$ cat config.mk
export PLATFORM = sky130hd
export DESIGN_NAME = fib_invoker
export DESIGN_NICKNAME = d
export VERILOG_FILES = /design/src/rtl/fib_invoker.sv
export SDC_FILE = /design/constraint.sdc
export NUM_CORES = 1
export LEC_CHECK = 0
export CAP_MARGIN = 20
export CORE_MARGIN = 5
export CORE_UTILIZATION = 48
export DETAILED_ROUTE_END_ITERATION = 8
export HOLD_SLACK_MARGIN = 0.15
export PLACE_DENSITY = 0.91
export SETUP_SLACK_MARGIN = 0.15
export SYNTH_ARGS = -nofsm -noshare
export SYNTH_HDL_FRONTEND = slang
export SYNTH_SLANG_ARGS = --single-unit
$ cat constraint.sdc
create_clock -name clk -period 7.2 [get_ports clk]
set_clock_uncertainty 0.05 [all_clocks]
set_input_delay 0.72 -clock clk [delete_from_list [all_inputs] [get_ports clk]]
set_output_delay 0.72 -clock clk [all_outputs]
set_load 0.01 [all_outputs]
$ cat src/rtl/fib_invoker.sv
// -----------------------------------------------------------------------------
// fib_invoker
//   Host-side initiator for one Fibonacci engine instance. A call request
//   (n, a, b) is accepted over a valid/ready handshake. The engine is then
//   launched with a single-cycle r_enable pulse, and the block waits for the
//   engine's w_enable done flag. The result, the WAIT cycle count and a
//   timeout flag are returned over a second valid/ready handshake.
//
// Ports
//   clk, rst_n                 : clock, asynchronous active-low reset
//   req_valid/req_ready        : request handshake
//   req_n, req_a, req_b        : call arguments
//   resp_valid/resp_ready      : response handshake
//   resp_data                  : engine result (0 on timeout)
//   resp_timeout               : call aborted after TIMEOUT WAIT cycles
//   resp_cycles                : number of WAIT cycles spent on the call
//   call_count                 : completed responses, wraps modulo 2^16
//   eng_r_enable, eng_control  : engine start pulse / control (tied low)
//   eng_init_n/a/b             : engine init arguments (argument registers)
//   eng_w_enable, eng_result   : engine done flag and result
// -----------------------------------------------------------------------------
module fib_invoker #(
  parameter int N_W     = 6,
  parameter int D_W     = 32,
  parameter int TIMEOUT = 1024
) (
  input  logic           clk,
  input  logic           rst_n,
  input  logic           req_valid,
  output logic           req_ready,
  input  logic [N_W-1:0] req_n,
  input  logic [D_W-1:0] req_a,
  input  logic [D_W-1:0] req_b,
  output logic           resp_valid,
  input  logic           resp_ready,
  output logic [D_W-1:0] resp_data,
  output logic           resp_timeout,
  output logic [15:0]    resp_cycles,
  output logic [15:0]    call_count,
  output logic           eng_r_enable,
  output logic           eng_control,
  output logic [N_W-1:0] eng_init_n,
  output logic [D_W-1:0] eng_init_a,
  output logic [D_W-1:0] eng_init_b,
  input  logic           eng_w_enable,
  input  logic [D_W-1:0] eng_result
);

  localparam logic [15:0] TIMEOUT_C = 16'(TIMEOUT);

  typedef enum logic [1:0] {
    ST_IDLE  = 2'd0,
    ST_START = 2'd1,
    ST_WAIT  = 2'd2,
    ST_RESP  = 2'd3
  } state_e;

  state_e          state_q;
  logic            req_ready_q;
  logic            r_enable_q;
  logic            resp_valid_q;
  logic [N_W-1:0]  arg_n_q;
  logic [D_W-1:0]  arg_a_q;
  logic [D_W-1:0]  arg_b_q;
  logic [15:0]     cnt_q;
  logic [D_W-1:0]  resp_data_q;
  logic            resp_timeout_q;
  logic [15:0]     resp_cycles_q;
  logic [15:0]     call_count_q;
  logic [15:0]     cnt_inc_s;

  // Count value this WAIT cycle will reach when it closes.
  assign cnt_inc_s = cnt_q + 16'd1;

  // Call sequencer: request capture, engine launch, done/timeout wait, response hold.
  always_ff @(posedge clk or negedge rst_n) begin
    if (!rst_n) begin
      state_q        <= ST_IDLE;
      req_ready_q    <= 1'b1;
      r_enable_q     <= 1'b0;
      resp_valid_q   <= 1'b0;
      arg_n_q        <= {N_W{1'b0}};
      arg_a_q        <= {D_W{1'b0}};
      arg_b_q        <= {D_W{1'b0}};
      cnt_q          <= 16'd0;
      resp_data_q    <= {D_W{1'b0}};
      resp_timeout_q <= 1'b0;
      resp_cycles_q  <= 16'd0;
      call_count_q   <= 16'd0;
    end else begin
      case (state_q)
        ST_IDLE: begin
          if (req_valid && req_ready_q) begin
            arg_n_q     <= req_n;
            arg_a_q     <= req_a;
            arg_b_q     <= req_b;
            req_ready_q <= 1'b0;
            r_enable_q  <= 1'b1;
            state_q     <= ST_START;
          end
        end
        ST_START: begin
          // The engine restarts on this edge; its done flag is only trusted from WAIT on.
          r_enable_q <= 1'b0;
          cnt_q      <= 16'd0;
          state_q    <= ST_WAIT;
        end
        ST_WAIT: begin
          cnt_q <= cnt_inc_s;
          // Done is checked first so a done on the last allowed cycle is not a timeout.
          if (eng_w_enable == 1'b1) begin
            resp_data_q    <= eng_result;
            resp_timeout_q <= 1'b0;
            resp_cycles_q  <= cnt_inc_s;
            resp_valid_q   <= 1'b1;
            state_q        <= ST_RESP;
          end else if (cnt_inc_s == TIMEOUT_C) begin
            resp_data_q    <= {D_W{1'b0}};
            resp_timeout_q <= 1'b1;
            resp_cycles_q  <= TIMEOUT_C;
            resp_valid_q   <= 1'b1;
            state_q        <= ST_RESP;
          end
        end
        ST_RESP: begin
          if (resp_ready) begin
            resp_valid_q <= 1'b0;
            req_ready_q  <= 1'b1;
            call_count_q <= call_count_q + 16'd1;
            state_q      <= ST_IDLE;
          end
        end
        default: begin
          state_q      <= ST_IDLE;
          req_ready_q  <= 1'b1;
          r_enable_q   <= 1'b0;
          resp_valid_q <= 1'b0;
        end
      endcase
    end
  end

  assign req_ready    = req_ready_q;
  assign resp_valid   = resp_valid_q;
  assign resp_data    = resp_data_q;
  assign resp_timeout = resp_timeout_q;
  assign resp_cycles  = resp_cycles_q;
  assign call_count   = call_count_q;
  assign eng_r_enable = r_enable_q;
  assign eng_control  = 1'b0;
  assign eng_init_n   = arg_n_q;
  assign eng_init_a   = arg_a_q;
  assign eng_init_b   = arg_b_q;

endmodule

---- Yosys cells after proc, flatten, opt, wreduce, memory -nomap -nowiden ----
Cells that the tools add are included.
W data, S select, Z words.
storage, ports and cells
  register bits after elaboration ......... 156
  input port bits ......................... 107
  word-level logic and storage cells ...... 55
operators by class
  $add $sub $neg .......................... 2
  eq/ne operators ......................... 7
  multiplexer cells ....................... 20
  reduce and logical (&&, ||, !) cells .... 14
operator list
  kind                     number
  $mux W32                 2
  $add A16 B1 Y16 const B  2
  $mux W16                 2
  $pmux W16 S2             1
  $eq A16 B11 Y1 const B   1
  $reduce_bool A2 Y1       5
  $reduce_and A3 Y1        3
  $mux W2                  4
  $pmux W2 S4              1
  $reduce_and A2 Y1        4
  $mux W1                  7
  $pmux W1 S2              3
  $eq A2 B2 Y1 const B     2
  $ne A2 B2 Y1 const B     2
  $ne A3 B3 Y1 const B     1
  $eq A2 B1 Y1 const B     1
  $logic_not A2 Y1         1
  $logic_and A1 B1 Y1      1

---- Longest topological paths before layout ----
Gate-level depths: netlist of the first run.
  depth after elaboration ................. 5
  depth in mapped cells ................... 12

---- Worst setup path before layout of the first run ----
OpenSTA, ideal clock, no wires.
  path kind ............................... register to register
  from .................................... reg cnt_q[1]
  to ...................................... reg state_q[1]
  data arrival time ....................... 2302 ps
  path slack .............................. 4723 ps
  cell stages (with the launch flop) ...... 10
  path buffers ............................ 1
  clock period less this slack ............ 2477 ps
  cells stage by stage .................... dfrtp_1 -> ha_1 -> nand4_2 -> nor3_2 -> xnor2_1 -> and4b_1 -> and4_1 -> buf_6 -> o21ba_2 -> mux2_4
on the way
  word-level cells in the longest chain between the ends .. 4
RTL lines
  what                                line  text
  start, declared                     65    logic [15:0] cnt_q;
  start signal, assigned              109   cnt_q <= cnt_inc_s;
  $add A16 B1 Y16                     73    assign cnt_inc_s = cnt_q + 16'd1;
  $eq A16 B11 Y1                      117   end else if (cnt_inc_s == TIMEOUT_C) begin
  $ne A3 B3 Y1 (no source line)       --
  $reduce_and A3 Y1 (no source line)  --
  end signal, assigned                78    state_q <= ST_IDLE;
  end signal, assigned                116   state_q <= ST_RESP;
  end signal, assigned                122   state_q <= ST_RESP;
  end, declared                       58    state_e state_q;
No other way between the ends.
A chain may end at the register's enable or synchronous reset.

---- Final worst setup path of the first run ----
  from .................................... reg cnt_q[0]
  to ...................................... reg resp_cycles_q[5], in the netlist resp_cycles[5]
on the way
  word-level cells in the longest chain between the ends .. 4
  elaborated cells between the ends (all ways) .. 5
RTL lines
  what                                 line  text
  $add A16 B1 Y16 (*)                  73
  $eq A16 B11 Y1                       117
  $reduce_bool A2 Y1 (no source line)  --
  $reduce_and A2 Y1 (no source line)   --
  end signal, assigned                 114   resp_cycles_q <= cnt_inc_s;
  end, declared                        68    logic [15:0] resp_cycles_q;
Every way passes the cells marked *; elsewhere a longest branch is shown, timed or not.

==> results of run 1 <==
-- sequential cells by signal, indices dropped and copies added, names as in the netlist --
name          cells
cnt_q            16
resp_data        32
resp_valid        1
resp_cycles      16
eng_init_a       32
eng_init_b       32
eng_init_n        6
eng_r_enable      1
req_ready         1
resp_timeout      1
call_count       16
state_q           2
-- cell usage in the layout (no fill, tap or decap), types with 8 or more instances in the layout --
| cell | Yosys | layout |
|---|---|---|
| dfrtp_1 | 155 | 155 |
| clkbuf_16 | 0 | 17 |
| a22o_1 | 40 | 40 |
| ha_1 | 8 | 8 |
| xnor2_1 | 22 | 22 |
| mux2_2 | 71 | 71 |
| o21ai_0 | 10 | 10 |
| inv_1 | 18 | 18 |
| clkdlybuf4s50_1 | 0 | 243 |
| nand3_1 | 15 | 14 |
| nor2_1 | 14 | 14 |
| nand2_1 | 34 | 34 |
-- power by group --
group	switching, mW	total [mW]	internal (mW)
logic	0.668	1.60	0.936
registers	0.205	1.41	1.21
clock network	0.333	0.929	0.596
-- kinds of logic after synthesis --
group,share of synthesized area
adder cells (fa/ha/maj),0.0153
buffers and inverters,0.0385
flip-flops,0.597
XOR/XNOR,0.0375
AND/OR/NAND/NOR,0.0800
multiplexers,0.129
other,0.000574
AO/OA/AOI/OAI,0.102
-- through the flow --
step | setup WS [ps] | utilization | std cells | area, sq um | hold WS (ps)
floorplan | 4720 | - | 498 | 6540 | 374
global placement | 4010 | 0.681 | 888 | 9050 | 406
detailed placement | 3840 | 0.681 | 888 | 9050 | 416
CTS | 3780 | 0.727 | 919 | 9660 | 336
global route | 4000 | 0.728 | 920 | 9680 | 365
finish | 4210 | 0.728 | 920 | 9680 | 302
-- path summary, 6_finish.rpt --
check | start | endpoint | depth (start not counted)
worst min register to register | call_count[15]$_DFFE_PN0P_ | call_count[15]$_DFFE_PN0P_ | 1
worst min-delay path | rst_n | resp_data[24]$_DFFE_PN0P_ | 1
max in group asynchronous | rst_n | eng_init_a[8]$_DFFE_PN0P_ | 2
worst max-delay path | cnt_q[0]$_DFFE_PN0P_ | resp_cycles[5]$_DFFE_PN0P_ | 9
worst max register to register | cnt_q[0]$_DFFE_PN0P_ | resp_cycles[5]$_DFFE_PN0P_ | 9
min in group clk | call_count[15]$_DFFE_PN0P_ | call_count[15]$_DFFE_PN0P_ | 1
-- layer usage --
metal | vias up | wire, microns | share of wire | global-route usage
li1 | 2240 | - | - | -
met1 | 2456 | 6800 | 0.39 | 0.264
met2 | 198 | 8950 | 0.51 | 0.375
met3 | 44 | 1160 | 0.066 | 0.0559
met4 | 0 | 692 | 0.039 | 0.114
met5 | - | 0 | 0 | 0
-- area by class of cell --
cell class / count / area (sq um) / area share
tap: 176 / 220 / 0.0227
sequential: 156 / 3910 / 0.403
clock inverter: 7 / 138 / 0.0142
timing repair buffer: 247 / 2480 / 0.256
multi-input combinational: 292 / 2400 / 0.248
inverter: 18 / 67.6 / 0.00698
clock buffer: 24 / 472 / 0.0487
==> results_dict.tcl, run 1 <==
set metrics [dict create \
    ys_seq_elements 156 \
    power_density_nw_per_um2 408 \
    rows 42 \
    diodes 0 \
    path_class "register to register" \
    grt_max_degree 87 \
    rsz0062_at_grt "no" \
    cts_root_buffer "clkbuf_16" \
    grt_overflow 0 \
    cts_buffers 17 \
    clkLatencyLatePin_ps 410 \
    grt_first_pass_wirelength_mm 28.0 \
    finalPower_mw 3.95 \
    ios 246 \
    start_util 0.492 \
    ys_types 51 \
    fin_setup_tns_ps 0 \
    yosysMostFrequentCell "dfrtp_1" \
    p_leak_nw 4.18 \
    die_w_microns 127 \
    synth_edf_count 0 \
    ys_top_cells_by_area "dfrtp_1 (59%), mux2_2 (12%), a22o_1 (5.4%)" \
    fin_crit_ps 2990 \
    cts.sinks 156 \
    slew_headroom 0.355 \
    htreeDepth 4 \
    max_slew.worst_pin.slew_ps 967 \
    worstPathRequired_ps 7480 \
    slowest_stage "dfrtp_1" \
    cts_hold_buf 0 \
    period_share 0.415 \
    yosys.area.top_type_share 0.593 \
    yosysWarnings 0 \
    path_delay_family "simple AND/OR/NAND/NOR gates" \
    max_freq_mhz 335 \
    cts_tree "yes" \
    max_cap_viol_count 0 \
    final-setup-viol-count 0 \
    cp_cell_sequence "ha_1 > nand4_2 > nor3_2 > xnor2_1 > and4b_1 > and4_1 > o21ai_4 > buf_12 > o2bb2ai_1" \
    r2r_slack_ps 4210 \
    grt_usage 0.222 \
    critPathBufInv 1 \
    fp.dieArea_sq_um 16100 \
    worstPathArrival_ps 3270 \
    design.core.area_sq_um 13300 \
    drc_errors 0 \
    wl_per_cell_microns 19.1 \
    wl_mm 17.6 \
    outcome "finished, final reports clean" \
    slowest_delay_ps 500 \
    crit_path_start_kind "register" \
    synth_common_cells "dfrtp_1 (155), mux2_2 (71), a22o_1 (40), nand2_1 (34), xnor2_1 (22)" \
    end_kind "register" \
    hold_viol 0 \
    ctsResizeCount 0 \
    ys_seq_area_frac 0.597 \
    vias 4938 \
    cts_setup_buffers 0 \
    min_path_type "primary input to asynchronous set/reset pin" \
    antenna_found_initial 0 \
    netlist_instances 498 \
    maxSlewViolCount 0 \
    viasPerCell 5.37 \
    ctsLongestPathBuffers 2 \
    ys_async_sr_fraction 1.00 \
    drt-pass1-iter-count 4 \
    globalplace.congestion 0.886 \
    portBuffers 244 \
    fin_nets 847 \
    fillers 891 \
    die_y_microns 127 \
    dp_hpwl_mm 12.9 \
    ir_worst_vdd_mv 0.264 \
    avgSynthCellArea_sq_um 13.1 \
    synthFlopType "dfrtp_1" \
    syn-cell-area_sq_um 6540 \
    netlist.top_cell.by_area "dfrtp_1" \
    drt-initial-drc-count 277 \
    grt_pass1_vias 5283 \
    postSynthNetCount 613 \
    worstPathMaxFanout 36 \
    ant_nets 0 \
    syn_to_final_growth_pct 48.1 \
    clk_pin_slew_ps 60 \
    layout-drive-gt1-share 0.152 \
]
No activity file was read; power rests on OpenSTA's default activity.
==> run 2, diff against run 1 <==
--- a/config.mk
+++ b/config.mk
@@ -7,10 +7,10 @@
 export LEC_CHECK = 0
 export CAP_MARGIN = 20
 export CORE_MARGIN = 5
-export CORE_UTILIZATION = 48
+export CORE_UTILIZATION = 40
 export DETAILED_ROUTE_END_ITERATION = 8
 export HOLD_SLACK_MARGIN = 0.15
-export PLACE_DENSITY = 0.91
+export PLACE_DENSITY = 0.82
 export SETUP_SLACK_MARGIN = 0.15
 export SYNTH_ARGS = -nofsm -noshare
 export SYNTH_HDL_FRONTEND = slang
==> constraint.sdc (replaced) <==
create_clock -name clk -period 2.73 [get_ports clk]
set_clock_uncertainty 0.05 [all_clocks]
set_input_delay 0.273 -clock clk [delete_from_list [all_inputs] [get_ports clk]]
set_output_delay 0.273 -clock clk [all_outputs]
set_load 0.01 [all_outputs]
==> run 2 against run 1 <==
Effect of this change:
- global-route usage shrank 3.2 points
- design area is 2.6% higher
- non-clock buffer count grew 15
- die area grew 18%
- via count rose by 1.4%
- worst hold slack worse by 4.5 ps
- sequential share of layout area fell by 0.97 points
- critical endpoint is now resp_cycles[11]$_DFFE_PN0P_
==> results_dict.tcl, run 2 (same netlist as run 1, synthesis figures left out) <==
set metrics [dict create \
    rsz0062_at_grt "no" \
    comb_power_share 0.418 \
    worstPathRequired_ps 2980 \
    globalplace.congestion 0.877 \
    die_y_microns 138 \
    cts_tree "yes" \
    fin_crit_ps 2560 \
    rows 46 \
    finalPower_mw 10.4 \
    final_cell_mix "clkdlybuf4s50_1 (243), dfrtp_1 (151), mux2_2 (71), a22o_1 (40), nand2_1 (33)" \
    grt_usage 0.190 \
    drc_errors 0 \
    min_path_type "primary input to asynchronous set/reset pin" \
    wl_mm 18.4 \
    p_clk_frac 0.224 \
    slowest_stage "dfrtp_1" \
    fin_nets 862 \
    vias 5005 \
    syn_to_final_growth_pct 51.9 \
    dp_hpwl_mm 13.3 \
    clkLatencyLatePin_ps 420 \
    max_slew.worst_pin.slew_ps 520 \
    slew_headroom 0.652 \
    grt_first_pass_wirelength_mm 27.9 \
    end_kind "register" \
    cts_root_buffer "clkbuf_16" \
    fin_setup_tns_ps 0 \
    p_sw_mw 3.24 \
    hold_viol 0 \
    max_cap_viol_count 0 \
    worstPathArrival_ps 2810 \
    post-place-cells 937 \
    hold_slack_ps 298 \
    grt_overflow 0 \
    slowest_delay_ps 400 \
    viasPerCell 5.13 \
    wl_per_cell_microns 18.8 \
    layout-drive-gt1-share 0.188 \
    swShare 0.313 \
    portBuffers 244 \
    seqPwrFrac 0.358 \
    final_common_cell "clkdlybuf4s50_1" \
    die_w_microns 138 \
    clk_pin_slew_ps 60 \
    power_density_nw_per_um2 1040 \
    cts.sinks 156 \
    maxSlewViolCount 0 \
    outcome "finished, final reports clean" \
    dpl_cell_area_sq_um 9220 \
    cts_buffers 17 \
    ctsLongestPathBuffers 2 \
    r2r_slack_ps 170 \
    drt-initial-drc-count 299 \
    htreeDepth 4 \
    fin_cells 976 \
    cp_cell_sequence "buf_6 > nand4_1 > or2_4 > nor4_4 > xnor2_2 > and4_4 > o21ai_4 > buf_12 > a22o_1" \
    max_freq_mhz 391 \
    crit_path_start_kind "register" \
    p_int_mw 7.12 \
    period_share 0.936 \
    path_class "register to register" \
    final-setup-viol-count 0 \
    grt_pass1_vias 5306 \
    design.core.area_sq_um 15900 \
    diodes 0 \
    design_area_sq_um 9930 \
    grt_max_degree 72 \
    antenna_found_initial 0 \
    ir_worst_vdd_mv 0.507 \
    p_leak_nw 4.28 \
    ios 246 \
    worstPathMaxFanout 25 \
    start_util 0.410 \
    drt-pass1-iter-count 4 \
    fp.dieArea_sq_um 19000 \
    ant_nets 0 \
]
## run 2: path summary, 6_finish.rpt
path,from,endpoint,cells after the start
max,cnt_q[1]$_DFFE_PN0P_,resp_cycles[11]$_DFFE_PN0P_,9
min,rst_n,call_count[11]$_DFFE_PN0P_,2
max reg2reg,cnt_q[1]$_DFFE_PN0P_,resp_cycles[11]$_DFFE_PN0P_,9
min reg2reg,call_count[15]$_DFFE_PN0P_,call_count[15]$_DFFE_PN0P_,1
max in group asynchronous,rst_n,cnt_q[0]$_DFFE_PN0P_,3
min in group clk,eng_result[22],resp_data[22]$_DFFE_PN0P_,2
## run 2: through the flow
step / utilization / setup slack [ps]
finish: 0.623 / 175
global route: 0.623 / 37.4
CTS: 0.617 / 160
detailed placement: 0.578 / 95.5
global placement: 0.578 / 145
floorplan: - / 253
## run 2: power groups by stage
| stage | clock (mW) | combinational [mW] | sequential, mW |
|---|---|---|---|
| finish | 2.32 | 4.33 | 3.70 |
| global placement | 0 | 4.22 | 3.68 |
| CTS | 2.37 | 4.39 | 3.71 |
| floorplan | 0 | 1.56 | 4.06 |
| detailed placement | 0 | 4.36 | 3.72 |
| global route | 2.48 | 4.64 | 3.82 |
## run 2: metal layers
layer  up-vias  routed length, microns  GRT usage
met4         0                     380     0.0642
li1       2272                       -          -
met3        34                    1270     0.0541
met5         -                       0          0
met1      2489                    7190      0.227
met2       210                    9520      0.330
## run 2: worst max-delay path, delay by kind of cell (launching register included)
| kind | cells | cell delay, ps |
|---|---|---|
| flops | 1 | 400 |
| xor+xnor | 1 | 180 |
| simple gates | 4 | 1130 |
| buf+inv | 2 | 320 |
| compound gates | 2 | 330 |
## run 2: cell type report
| type | instances | area, sq um |
|---|---|---|
| tap | 216 | 270 |
| multi-input combinational | 292 | 2470 |
| clock buffer | 22 | 464 |
| clock inverter | 10 | 115 |
| timing repair buffer | 262 | 2640 |
| inverter | 18 | 67.6 |
| sequential | 156 | 3910 |
| fill | 1202 | 6010 |
## run 2: timing repair
action | CTS | global route
resized for setup | 7 | 12
endpoints found under the setup margin | 46 | 46
pin swaps | 1 | 7
setup buffers | 0 | 6
hold buffers | 1 | 0
endpoints found under the hold margin | 45 | 0
